[src/rtl/riffa_chnl_tester_if.sv]
// One RIFFA channel: RX and TX transaction handshakes plus their data streams.
// "slave" is the user core behind the channel, "master" is the RIFFA host side.
interface riffa_chnl_tester_if #(
   parameter int C_PCI_DATA_WIDTH = 128
);
   logic                        CHNL_RX_CLK;
   logic                        CHNL_RX;
   logic                        CHNL_RX_ACK;
   logic                        CHNL_RX_LAST;
   logic [31:0]                 CHNL_RX_LEN;
   logic [30:0]                 CHNL_RX_OFF;
   logic [C_PCI_DATA_WIDTH-1:0] CHNL_RX_DATA;
   logic                        CHNL_RX_DATA_VALID;
   logic                        CHNL_RX_DATA_REN;

   logic                        CHNL_TX_CLK;
   logic                        CHNL_TX;
   logic                        CHNL_TX_ACK;
   logic                        CHNL_TX_LAST;
   logic [31:0]                 CHNL_TX_LEN;
   logic [30:0]                 CHNL_TX_OFF;
   logic [C_PCI_DATA_WIDTH-1:0] CHNL_TX_DATA;
   logic                        CHNL_TX_DATA_VALID;
   logic                        CHNL_TX_DATA_REN;

   modport slave (
      output CHNL_RX_CLK, CHNL_RX_ACK, CHNL_RX_DATA_REN,
      output CHNL_TX_CLK, CHNL_TX, CHNL_TX_LAST, CHNL_TX_LEN, CHNL_TX_OFF,
      output CHNL_TX_DATA, CHNL_TX_DATA_VALID,
      input  CHNL_RX, CHNL_RX_LAST, CHNL_RX_LEN, CHNL_RX_OFF, CHNL_RX_DATA,
      input  CHNL_RX_DATA_VALID, CHNL_TX_ACK, CHNL_TX_DATA_REN
   );

   modport master (
      input  CHNL_RX_CLK, CHNL_RX_ACK, CHNL_RX_DATA_REN,
      input  CHNL_TX_CLK, CHNL_TX, CHNL_TX_LAST, CHNL_TX_LEN, CHNL_TX_OFF,
      input  CHNL_TX_DATA, CHNL_TX_DATA_VALID,
      output CHNL_RX, CHNL_RX_LAST, CHNL_RX_LEN, CHNL_RX_OFF, CHNL_RX_DATA,
      output CHNL_RX_DATA_VALID, CHNL_TX_ACK, CHNL_TX_DATA_REN
   );
endinterface

[src/rtl/riffa_chnl_tester.sv]
// RIFFA channel loopback tester: buffers one RX transaction, then sends it back as one
// TX transaction with every 128-bit beat incremented by 3.
module riffa_chnl_tester #(
   parameter int C_PCI_DATA_WIDTH = 128,
   parameter int BUFF_SIZE        = 10
) (
   input  logic                        CLK,
   input  logic                        RST,
   riffa_chnl_tester_if.slave          chnl,
   output logic [C_PCI_DATA_WIDTH-1:0] MEM_0,
   output logic [C_PCI_DATA_WIDTH-1:0] MEM_1,
   output logic [C_PCI_DATA_WIDTH-1:0] MEM_2,
   output logic [C_PCI_DATA_WIDTH-1:0] MEM_3,
   output logic [C_PCI_DATA_WIDTH-1:0] MEM_4,
   output logic [C_PCI_DATA_WIDTH-1:0] MEM_5,
   output logic [C_PCI_DATA_WIDTH-1:0] MEM_6,
   output logic [C_PCI_DATA_WIDTH-1:0] MEM_7,
   output logic [C_PCI_DATA_WIDTH-1:0] MEM_8,
   output logic [C_PCI_DATA_WIDTH-1:0] MEM_9,
   output logic [2:0]                  STATO_FSM,
   output logic [31:0]                 ITER,
   output logic [31:0]                 CNT,
   output logic [31:0]                 RXLEN,
   output logic [31:0]                 TXLEN
);

   // The debug ports always expose ten entries, so the array never shrinks below that.
   localparam int MEM_DEPTH = (BUFF_SIZE > 10) ? BUFF_SIZE : 10;
   localparam int IDX_W     = $clog2(MEM_DEPTH);

   typedef enum logic [2:0] {
      S_IDLE = 3'd0,
      S_RX   = 3'd1,
      S_PREP = 3'd2,
      S_TX   = 3'd3
   } state_t;

   state_t                      state_q, state_d;
   logic [31:0]                 cnt_q, cnt_d;
   logic [31:0]                 rxlen_q, rxlen_d;
   logic [31:0]                 txlen_q, txlen_d;
   logic [31:0]                 iter_q, iter_d;
   logic [C_PCI_DATA_WIDTH-1:0] rbuff_q [MEM_DEPTH];
   logic [C_PCI_DATA_WIDTH-1:0] rbuff_d [MEM_DEPTH];

   logic [29:0]                 beat_idx;
   logic [IDX_W-1:0]            buf_sel;
   logic                        idx_in_buf;
   logic                        tx_active;
   logic [C_PCI_DATA_WIDTH-1:0] tx_word;
   logic                        unused_inputs;

   // CNT counts 32-bit words, so the beat index is CNT/4 in both directions.
   assign beat_idx   = cnt_q[31:2];
   assign buf_sel    = cnt_q[IDX_W+1:2];
   assign idx_in_buf = (beat_idx < 30'(BUFF_SIZE));
   assign tx_active  = (state_q == S_TX);
   assign tx_word    = idx_in_buf ? (rbuff_q[buf_sel] + C_PCI_DATA_WIDTH'(3))
                                  : C_PCI_DATA_WIDTH'(3);

   always_comb begin
      state_d = state_q;
      cnt_d   = cnt_q;
      rxlen_d = rxlen_q;
      txlen_d = txlen_q;
      iter_d  = iter_q;
      rbuff_d = rbuff_q;
      case (state_q)
         S_IDLE: begin
            if (chnl.CHNL_RX) begin
               rxlen_d = chnl.CHNL_RX_LEN;
               cnt_d   = '0;
               state_d = S_RX;
            end
         end
         S_RX: begin
            if (chnl.CHNL_RX_DATA_VALID) begin
               if (idx_in_buf) begin
                  rbuff_d[buf_sel] = chnl.CHNL_RX_DATA;
               end
               cnt_d = cnt_q + 32'd4;
            end
            if (cnt_q >= rxlen_q) begin
               state_d = S_PREP;
            end
         end
         S_PREP: begin
            txlen_d = rxlen_q;
            cnt_d   = '0;
            if (rxlen_q == 32'd0) begin
               iter_d  = iter_q + 32'd1;
               state_d = S_IDLE;
            end else begin
               state_d = S_TX;
            end
         end
         S_TX: begin
            if (chnl.CHNL_TX_DATA_REN) begin
               cnt_d = cnt_q + 32'd4;
               if ((cnt_q + 32'd4) >= txlen_q) begin
                  iter_d  = iter_q + 32'd1;
                  state_d = S_IDLE;
               end
            end
         end
         default: state_d = S_IDLE;
      endcase
   end

   always_ff @(posedge CLK) begin
      if (!RST) begin
         state_q <= S_IDLE;
         cnt_q   <= '0;
         rxlen_q <= '0;
         txlen_q <= '0;
         iter_q  <= '0;
         for (int k = 0; k < MEM_DEPTH; k++) begin
            rbuff_q[k] <= '0;
         end
      end else begin
         state_q <= state_d;
         cnt_q   <= cnt_d;
         rxlen_q <= rxlen_d;
         txlen_q <= txlen_d;
         iter_q  <= iter_d;
         rbuff_q <= rbuff_d;
      end
   end

   assign chnl.CHNL_RX_CLK        = CLK;
   assign chnl.CHNL_TX_CLK        = CLK;
   assign chnl.CHNL_RX_ACK        = (state_q == S_RX);
   assign chnl.CHNL_RX_DATA_REN   = (state_q == S_RX);

   // TX lines are held at zero outside TX so the idle bus is quiet after reset.
   assign chnl.CHNL_TX            = tx_active;
   assign chnl.CHNL_TX_LAST       = tx_active;
   assign chnl.CHNL_TX_LEN        = tx_active ? txlen_q : 32'd0;
   assign chnl.CHNL_TX_OFF        = 31'd0;
   assign chnl.CHNL_TX_DATA       = tx_active ? tx_word : '0;
   assign chnl.CHNL_TX_DATA_VALID = tx_active;

   assign unused_inputs = &{1'b0, chnl.CHNL_RX_LAST, chnl.CHNL_RX_OFF, chnl.CHNL_TX_ACK};

   assign MEM_0     = rbuff_q[0];
   assign MEM_1     = rbuff_q[1];
   assign MEM_2     = rbuff_q[2];
   assign MEM_3     = rbuff_q[3];
   assign MEM_4     = rbuff_q[4];
   assign MEM_5     = rbuff_q[5];
   assign MEM_6     = rbuff_q[6];
   assign MEM_7     = rbuff_q[7];
   assign MEM_8     = rbuff_q[8];
   assign MEM_9     = rbuff_q[9];
   assign STATO_FSM = state_q;
   assign ITER      = iter_q;
   assign CNT       = cnt_q;
   assign RXLEN     = rxlen_q;
   assign TXLEN     = txlen_q;

endmodule

[src/flat_wrapper.sv]
// flat-port wrapper written by rule: the top's interface ports become plain ports
module riffa_chnl_tester_flat 
#(
   parameter int C_PCI_DATA_WIDTH = 128,
   parameter int BUFF_SIZE        = 10
)
  (CLK, RST, MEM_0, MEM_1, MEM_2, MEM_3, MEM_4, MEM_5, MEM_6, MEM_7, MEM_8, MEM_9, STATO_FSM, ITER, CNT, RXLEN, TXLEN, chnl_CHNL_RX_CLK, chnl_CHNL_RX_ACK, chnl_CHNL_RX_DATA_REN, chnl_CHNL_TX_CLK, chnl_CHNL_TX, chnl_CHNL_TX_LAST, chnl_CHNL_TX_LEN, chnl_CHNL_TX_OFF, chnl_CHNL_TX_DATA, chnl_CHNL_TX_DATA_VALID, chnl_CHNL_RX, chnl_CHNL_RX_LAST, chnl_CHNL_RX_LEN, chnl_CHNL_RX_OFF, chnl_CHNL_RX_DATA, chnl_CHNL_RX_DATA_VALID, chnl_CHNL_TX_ACK, chnl_CHNL_TX_DATA_REN);
  riffa_chnl_tester_if #(.C_PCI_DATA_WIDTH(C_PCI_DATA_WIDTH)) chnl_i ();
  input  logic CLK;
  input  logic RST;
  output logic [C_PCI_DATA_WIDTH-1:0] MEM_0;
  output logic [C_PCI_DATA_WIDTH-1:0] MEM_1;
  output logic [C_PCI_DATA_WIDTH-1:0] MEM_2;
  output logic [C_PCI_DATA_WIDTH-1:0] MEM_3;
  output logic [C_PCI_DATA_WIDTH-1:0] MEM_4;
  output logic [C_PCI_DATA_WIDTH-1:0] MEM_5;
  output logic [C_PCI_DATA_WIDTH-1:0] MEM_6;
  output logic [C_PCI_DATA_WIDTH-1:0] MEM_7;
  output logic [C_PCI_DATA_WIDTH-1:0] MEM_8;
  output logic [C_PCI_DATA_WIDTH-1:0] MEM_9;
  output logic [2:0] STATO_FSM;
  output logic [31:0] ITER;
  output logic [31:0] CNT;
  output logic [31:0] RXLEN;
  output logic [31:0] TXLEN;
  output wire logic [$bits(chnl_i.CHNL_RX_CLK)-1:0] chnl_CHNL_RX_CLK;
  output wire logic [$bits(chnl_i.CHNL_RX_ACK)-1:0] chnl_CHNL_RX_ACK;
  output wire logic [$bits(chnl_i.CHNL_RX_DATA_REN)-1:0] chnl_CHNL_RX_DATA_REN;
  output wire logic [$bits(chnl_i.CHNL_TX_CLK)-1:0] chnl_CHNL_TX_CLK;
  output wire logic [$bits(chnl_i.CHNL_TX)-1:0] chnl_CHNL_TX;
  output wire logic [$bits(chnl_i.CHNL_TX_LAST)-1:0] chnl_CHNL_TX_LAST;
  output wire logic [$bits(chnl_i.CHNL_TX_LEN)-1:0] chnl_CHNL_TX_LEN;
  output wire logic [$bits(chnl_i.CHNL_TX_OFF)-1:0] chnl_CHNL_TX_OFF;
  output wire logic [$bits(chnl_i.CHNL_TX_DATA)-1:0] chnl_CHNL_TX_DATA;
  output wire logic [$bits(chnl_i.CHNL_TX_DATA_VALID)-1:0] chnl_CHNL_TX_DATA_VALID;
  input wire logic [$bits(chnl_i.CHNL_RX)-1:0] chnl_CHNL_RX;
  input wire logic [$bits(chnl_i.CHNL_RX_LAST)-1:0] chnl_CHNL_RX_LAST;
  input wire logic [$bits(chnl_i.CHNL_RX_LEN)-1:0] chnl_CHNL_RX_LEN;
  input wire logic [$bits(chnl_i.CHNL_RX_OFF)-1:0] chnl_CHNL_RX_OFF;
  input wire logic [$bits(chnl_i.CHNL_RX_DATA)-1:0] chnl_CHNL_RX_DATA;
  input wire logic [$bits(chnl_i.CHNL_RX_DATA_VALID)-1:0] chnl_CHNL_RX_DATA_VALID;
  input wire logic [$bits(chnl_i.CHNL_TX_ACK)-1:0] chnl_CHNL_TX_ACK;
  input wire logic [$bits(chnl_i.CHNL_TX_DATA_REN)-1:0] chnl_CHNL_TX_DATA_REN;
  assign chnl_CHNL_RX_CLK = chnl_i.CHNL_RX_CLK;
  assign chnl_CHNL_RX_ACK = chnl_i.CHNL_RX_ACK;
  assign chnl_CHNL_RX_DATA_REN = chnl_i.CHNL_RX_DATA_REN;
  assign chnl_CHNL_TX_CLK = chnl_i.CHNL_TX_CLK;
  assign chnl_CHNL_TX = chnl_i.CHNL_TX;
  assign chnl_CHNL_TX_LAST = chnl_i.CHNL_TX_LAST;
  assign chnl_CHNL_TX_LEN = chnl_i.CHNL_TX_LEN;
  assign chnl_CHNL_TX_OFF = chnl_i.CHNL_TX_OFF;
  assign chnl_CHNL_TX_DATA = chnl_i.CHNL_TX_DATA;
  assign chnl_CHNL_TX_DATA_VALID = chnl_i.CHNL_TX_DATA_VALID;
  assign chnl_i.CHNL_RX = chnl_CHNL_RX;
  assign chnl_i.CHNL_RX_LAST = chnl_CHNL_RX_LAST;
  assign chnl_i.CHNL_RX_LEN = chnl_CHNL_RX_LEN;
  assign chnl_i.CHNL_RX_OFF = chnl_CHNL_RX_OFF;
  assign chnl_i.CHNL_RX_DATA = chnl_CHNL_RX_DATA;
  assign chnl_i.CHNL_RX_DATA_VALID = chnl_CHNL_RX_DATA_VALID;
  assign chnl_i.CHNL_TX_ACK = chnl_CHNL_TX_ACK;
  assign chnl_i.CHNL_TX_DATA_REN = chnl_CHNL_TX_DATA_REN;
  riffa_chnl_tester #(.C_PCI_DATA_WIDTH(C_PCI_DATA_WIDTH), .BUFF_SIZE(BUFF_SIZE)) u_core (.CLK(CLK), .RST(RST), .chnl(chnl_i), .MEM_0(MEM_0), .MEM_1(MEM_1), .MEM_2(MEM_2), .MEM_3(MEM_3), .MEM_4(MEM_4), .MEM_5(MEM_5), .MEM_6(MEM_6), .MEM_7(MEM_7), .MEM_8(MEM_8), .MEM_9(MEM_9), .STATO_FSM(STATO_FSM), .ITER(ITER), .CNT(CNT), .RXLEN(RXLEN), .TXLEN(TXLEN));
endmodule
[config.mk]
export PLATFORM = sky130hd
export DESIGN_NAME = riffa_chnl_tester_flat
export DESIGN_NICKNAME = d
export VERILOG_FILES = /design/src/rtl/riffa_chnl_tester_if.sv /design/src/rtl/riffa_chnl_tester.sv /design/src/flat_wrapper.sv
export SDC_FILE = /design/constraint.sdc
export NUM_CORES = 2
export LEC_CHECK = 0
export ABC_AREA = 1
export CAP_MARGIN = 20
export CORE_AREA = 2 2 713 715
export CTS_CLUSTER_SIZE = 24
export DETAILED_ROUTE_END_ITERATION = 8
export DIE_AREA = 0 0 715 717
export PLACE_DENSITY_LB_ADDON = 0.25
export SYNTH_ARGS = -nofsm -noshare
export SYNTH_HDL_FRONTEND = slang
export SYNTH_SLANG_ARGS = --single-unit
[constraint.sdc]
create_clock -name CLK -period 5.7 [get_ports CLK]
set_clock_uncertainty 0.15 [all_clocks]
set_input_delay 1.71 -clock CLK [delete_from_list [all_inputs] [get_ports CLK]]
set_output_delay 1.71 -clock CLK [all_outputs]
set_load 0.005 [all_outputs]
==> impl_metrics.tcl <==
set metrics [dict create \
    status "complete, but fails checks" \
    violations "setup timing" \
    rows 261 \
    via_per_inst 4.16 \
    syn_area_um2 72700 \
    synth-edff-count 0 \
    antenna_found_initial 97 \
    ctsHoldBuffers 0 \
    grt.met2_usage 0.358 \
    grt_max_degree 115 \
    fin_crit_sh 1.17 \
    worst_pin_slew_ns 1.23 \
    p_clk_frac 0.317 \
    post-route-drc-count 0 \
    layout_commonest_cell "nand2_1" \
    worstSetupEndpointType "output port" \
    hp-class "flip-flop to flip-flop" \
    drt_iter0_markers 6642 \
    layout_common_cells "nand2_1, clkdlybuf4s50_1, inv_1, nor2_1, dfxtp_1" \
    period_needed_ns 6.68 \
    netlist-cell-type-count 47 \
    whs_path_depth 2 \
    crit_fanout 9 \
    grt.busiest_layer "met2" \
    final_cells 20100 \
    num_io_pins 1807 \
    synth_top_flop_cell "dfxtp_1" \
    worstPathArrival_ns 4.82 \
    grtUsageTotal 0.219 \
    ff2ff_path_depth 28 \
    clk_latency_ns 1.03 \
    swShare 0.402 \
    initial_core_util 0.144 \
    worst_slack_ns -0.983 \
    cts.reportedPaths.clkPinSlew_ns 0.06 \
    die-area_um2 513000 \
    p_switching_uw 16100 \
    die_height_um 717 \
    drive_gt1_frac 0.183 \
    hold_violations 0 \
    synth.avg_cell_area_um2 6.71 \
    grt.overflow.total 0 \
    grt_pass1_vias 79400 \
    combPwrFrac 0.411 \
    maxSlewHeadroom 0.175 \
    place_congestion 0.957 \
    ys_async_sr_fraction 0 \
    portBuffers 1739 \
    final_nets 13500 \
    synth_warnings 0 \
    seqPwrFrac 0.273 \
    synth_cells 10800 \
    max_cap_violations 0 \
    synth_simple_gate_area_frac 0.251 \
    synth_xor_area_frac 0.00554 \
    rsz0062_at_grt "yes" \
    synth_top_family_by_area "simple AND/OR/NAND/NOR gates" \
    dpl_cell_area_um2 107000 \
    routed_wl_um 595000 \
    vias 83800 \
    slew_violations 0 \
    core_um2 505000 \
    setup_viol 126 \
    dp.cells 19600 \
    synthAdderAreaFrac 0.0122 \
    r2r_slack_ns 0.56 \
    area.growth.synth_to_final_pct 62.7 \
    power-per-cell-area_nw_per_um2 337 \
    cp.required_ns 3.84 \
    peakVddDrop_uv 260 \
    synth_compound_area_frac 0.203 \
    grt_util_met3 0.0543 \
    dr.pass1.iters 7 \
    wl_per_cell_um 29.5 \
    grt_pass1_wl_um 761000 \
    dp_hpwl_um 476000 \
    cts_tree "built" \
    p_int_uw 23800 \
    ys_seq_elements 1408 \
    p_leak_uw 0.0450 \
    ys_seq_area_frac 0.388 \
    final_design_area_no_fill_um2 118000 \
    ant_nets 0 \
    cp-start-kind "flip-flop" \
    critical_path_class "flip-flop to output port" \
    dieWidth_um 715 \
    global_route.usage.met1 0.271 \
    fmax_ghz 0.150 \
    synthMuxAreaShare 0 \
]
==> power by group through the flow <==
stage | Combinational [µW] | Sequential (µW) | Clock (µW)
after floorplan | 4890 | 10800 | 22.7
after global placement | 15100 | 11100 | 29.5
after detailed placement | 15100 | 11100 | 29.5
final | 16400 | 10900 | 12600
after global routing | 17400 | 10900 | 13200
after CTS | 15700 | 10900 | 12900
==> registers in the layout, indices dropped and copies added (netlist names) <==
| name | cells |
|---|---|
| u_core.MEM_6 | 128 |
| u_core.MEM_7 | 128 |
| u_core.MEM_5 | 128 |
| u_core.CNT | 30 |
| u_core.MEM_0 | 128 |
| u_core.ITER | 32 |
| u_core.MEM_8 | 128 |
| u_core.RXLEN | 32 |
| u_core.MEM_9 | 128 |
| u_core.MEM_1 | 128 |
| u_core.TXLEN | 32 |
| u_core.STATO_FSM | 2 |
| u_core.MEM_4 | 128 |
| u_core.MEM_2 | 128 |
| u_core.MEM_3 | 128 |
==> final timing paths <==
kind	startpoint	endpoint
min	u_core.MEM_7[124]	u_core.MEM_7[124]
min reg2reg	u_core.MEM_7[124]	u_core.MEM_7[124]
max reg2reg	u_core.CNT[3]	u_core.ITER[7]
max	u_core.CNT[3]	chnl_CHNL_TX_DATA[50]
==> metal layers <==
layer  vias up  share of wire  wire length [µm]
met5         -        0.00041               243
met4        36          0.051             30200
met3       768          0.068             40500
met2      3028           0.46            271000
met1     40100           0.42            253000
li1      39900              -                 -
==> through the flow <==
stage / power, µW / utilization / worst slack [ns] / TNS (ns) / hold WS [ns]
2_1_floorplan: 15700 / - / 0.879 / 0 / 0.300
6_report: 39900 / 0.234 / -0.983 / -81.64 / 0.316
4_1_cts: 39500 / 0.227 / -1.29 / -120.69 / 0.315
5_1_grt: 41500 / 0.234 / -1.13 / -105.14 / 0.334
3_3_place_gp: 26300 / 0.211 / -0.795 / -32.66 / 0.295
3_5_place_dp: 26300 / 0.211 / -0.775 / -30.27 / 0.306
==> cells by family (layout without fill, tap and decap cells) <==
| family | after synthesis | after routing |
|---|---|---|
| buffers and inverters | 2484 | 5010 |
| other | 1 | 61 |
| flip-flops | 1408 | 1408 |
| adder cells (fa/ha/maj) | 71 | 71 |
| AND/OR/NAND/NOR | 4556 | 4556 |
| AO/OA/AOI/OAI | 2273 | 2273 |
| XOR/XNOR | 46 | 46 |
==> critical path, stage by stage, from the launching register on <==
cell             delay [ns]
dfxtp_4                0.47
clkinv_8               0.16
buf_16                 0.19
buf_16                 0.18
buf_4                  0.16
nand2_1                0.10
nand3_1                0.08
nand2_1                0.10
nand2_1                0.07
nand3_2                0.13
buf_6                  0.14
nand2_2                0.12
nor2_4                 0.13
buf_4                  0.13
nand2_1                0.08
buf_4                  0.14
inv_1                  0.13
nand3_2                0.14
nor2_4                 0.19
nor2_1                 0.07
nor2_2                 0.15
buf_4                  0.16
clkdlybuf4s50_1        0.50
==> layout make-up <==
type	instances	area, µm²
well taps	6706	8390
diodes	27	67.6
inverters	1596	6040
clock buffers	275	5580
fillers	56100	386000
repair buffers	3073	31800
flip-flops and latches	1408	28200
clock inverters	66	774
multi-input cells	6980	37400
==> synth_stat cells (48+ instances only) <==
master	instances	share of area
dfxtp_1	1408	0.39
buf_1	89	0.0046
inv_1	1590	0.082
nand2_1	2198	0.11
ha_1	71	0.012
clkbuf_1	460	0.024
o21ai_0	483	0.033
buf_2	193	0.013
a21oi_1	396	0.027
nor3_1	48	0.0033
nor2_1	1705	0.088
o211ai_1	169	0.017
nand3_1	469	0.032
buf_4	113	0.012
a211oi_1	1155	0.12
==> timing repair <==
item | in CTS | in global routing
pin swaps | 19 | 150
hold endpoints to repair | 0 | 0
cloned | 7 | 19
endpoints found under the setup margin | 126 | 126
buffers inserted | 21 | 98
gates resized for setup | 347 | 688
(Power assumes the default switching activity.)
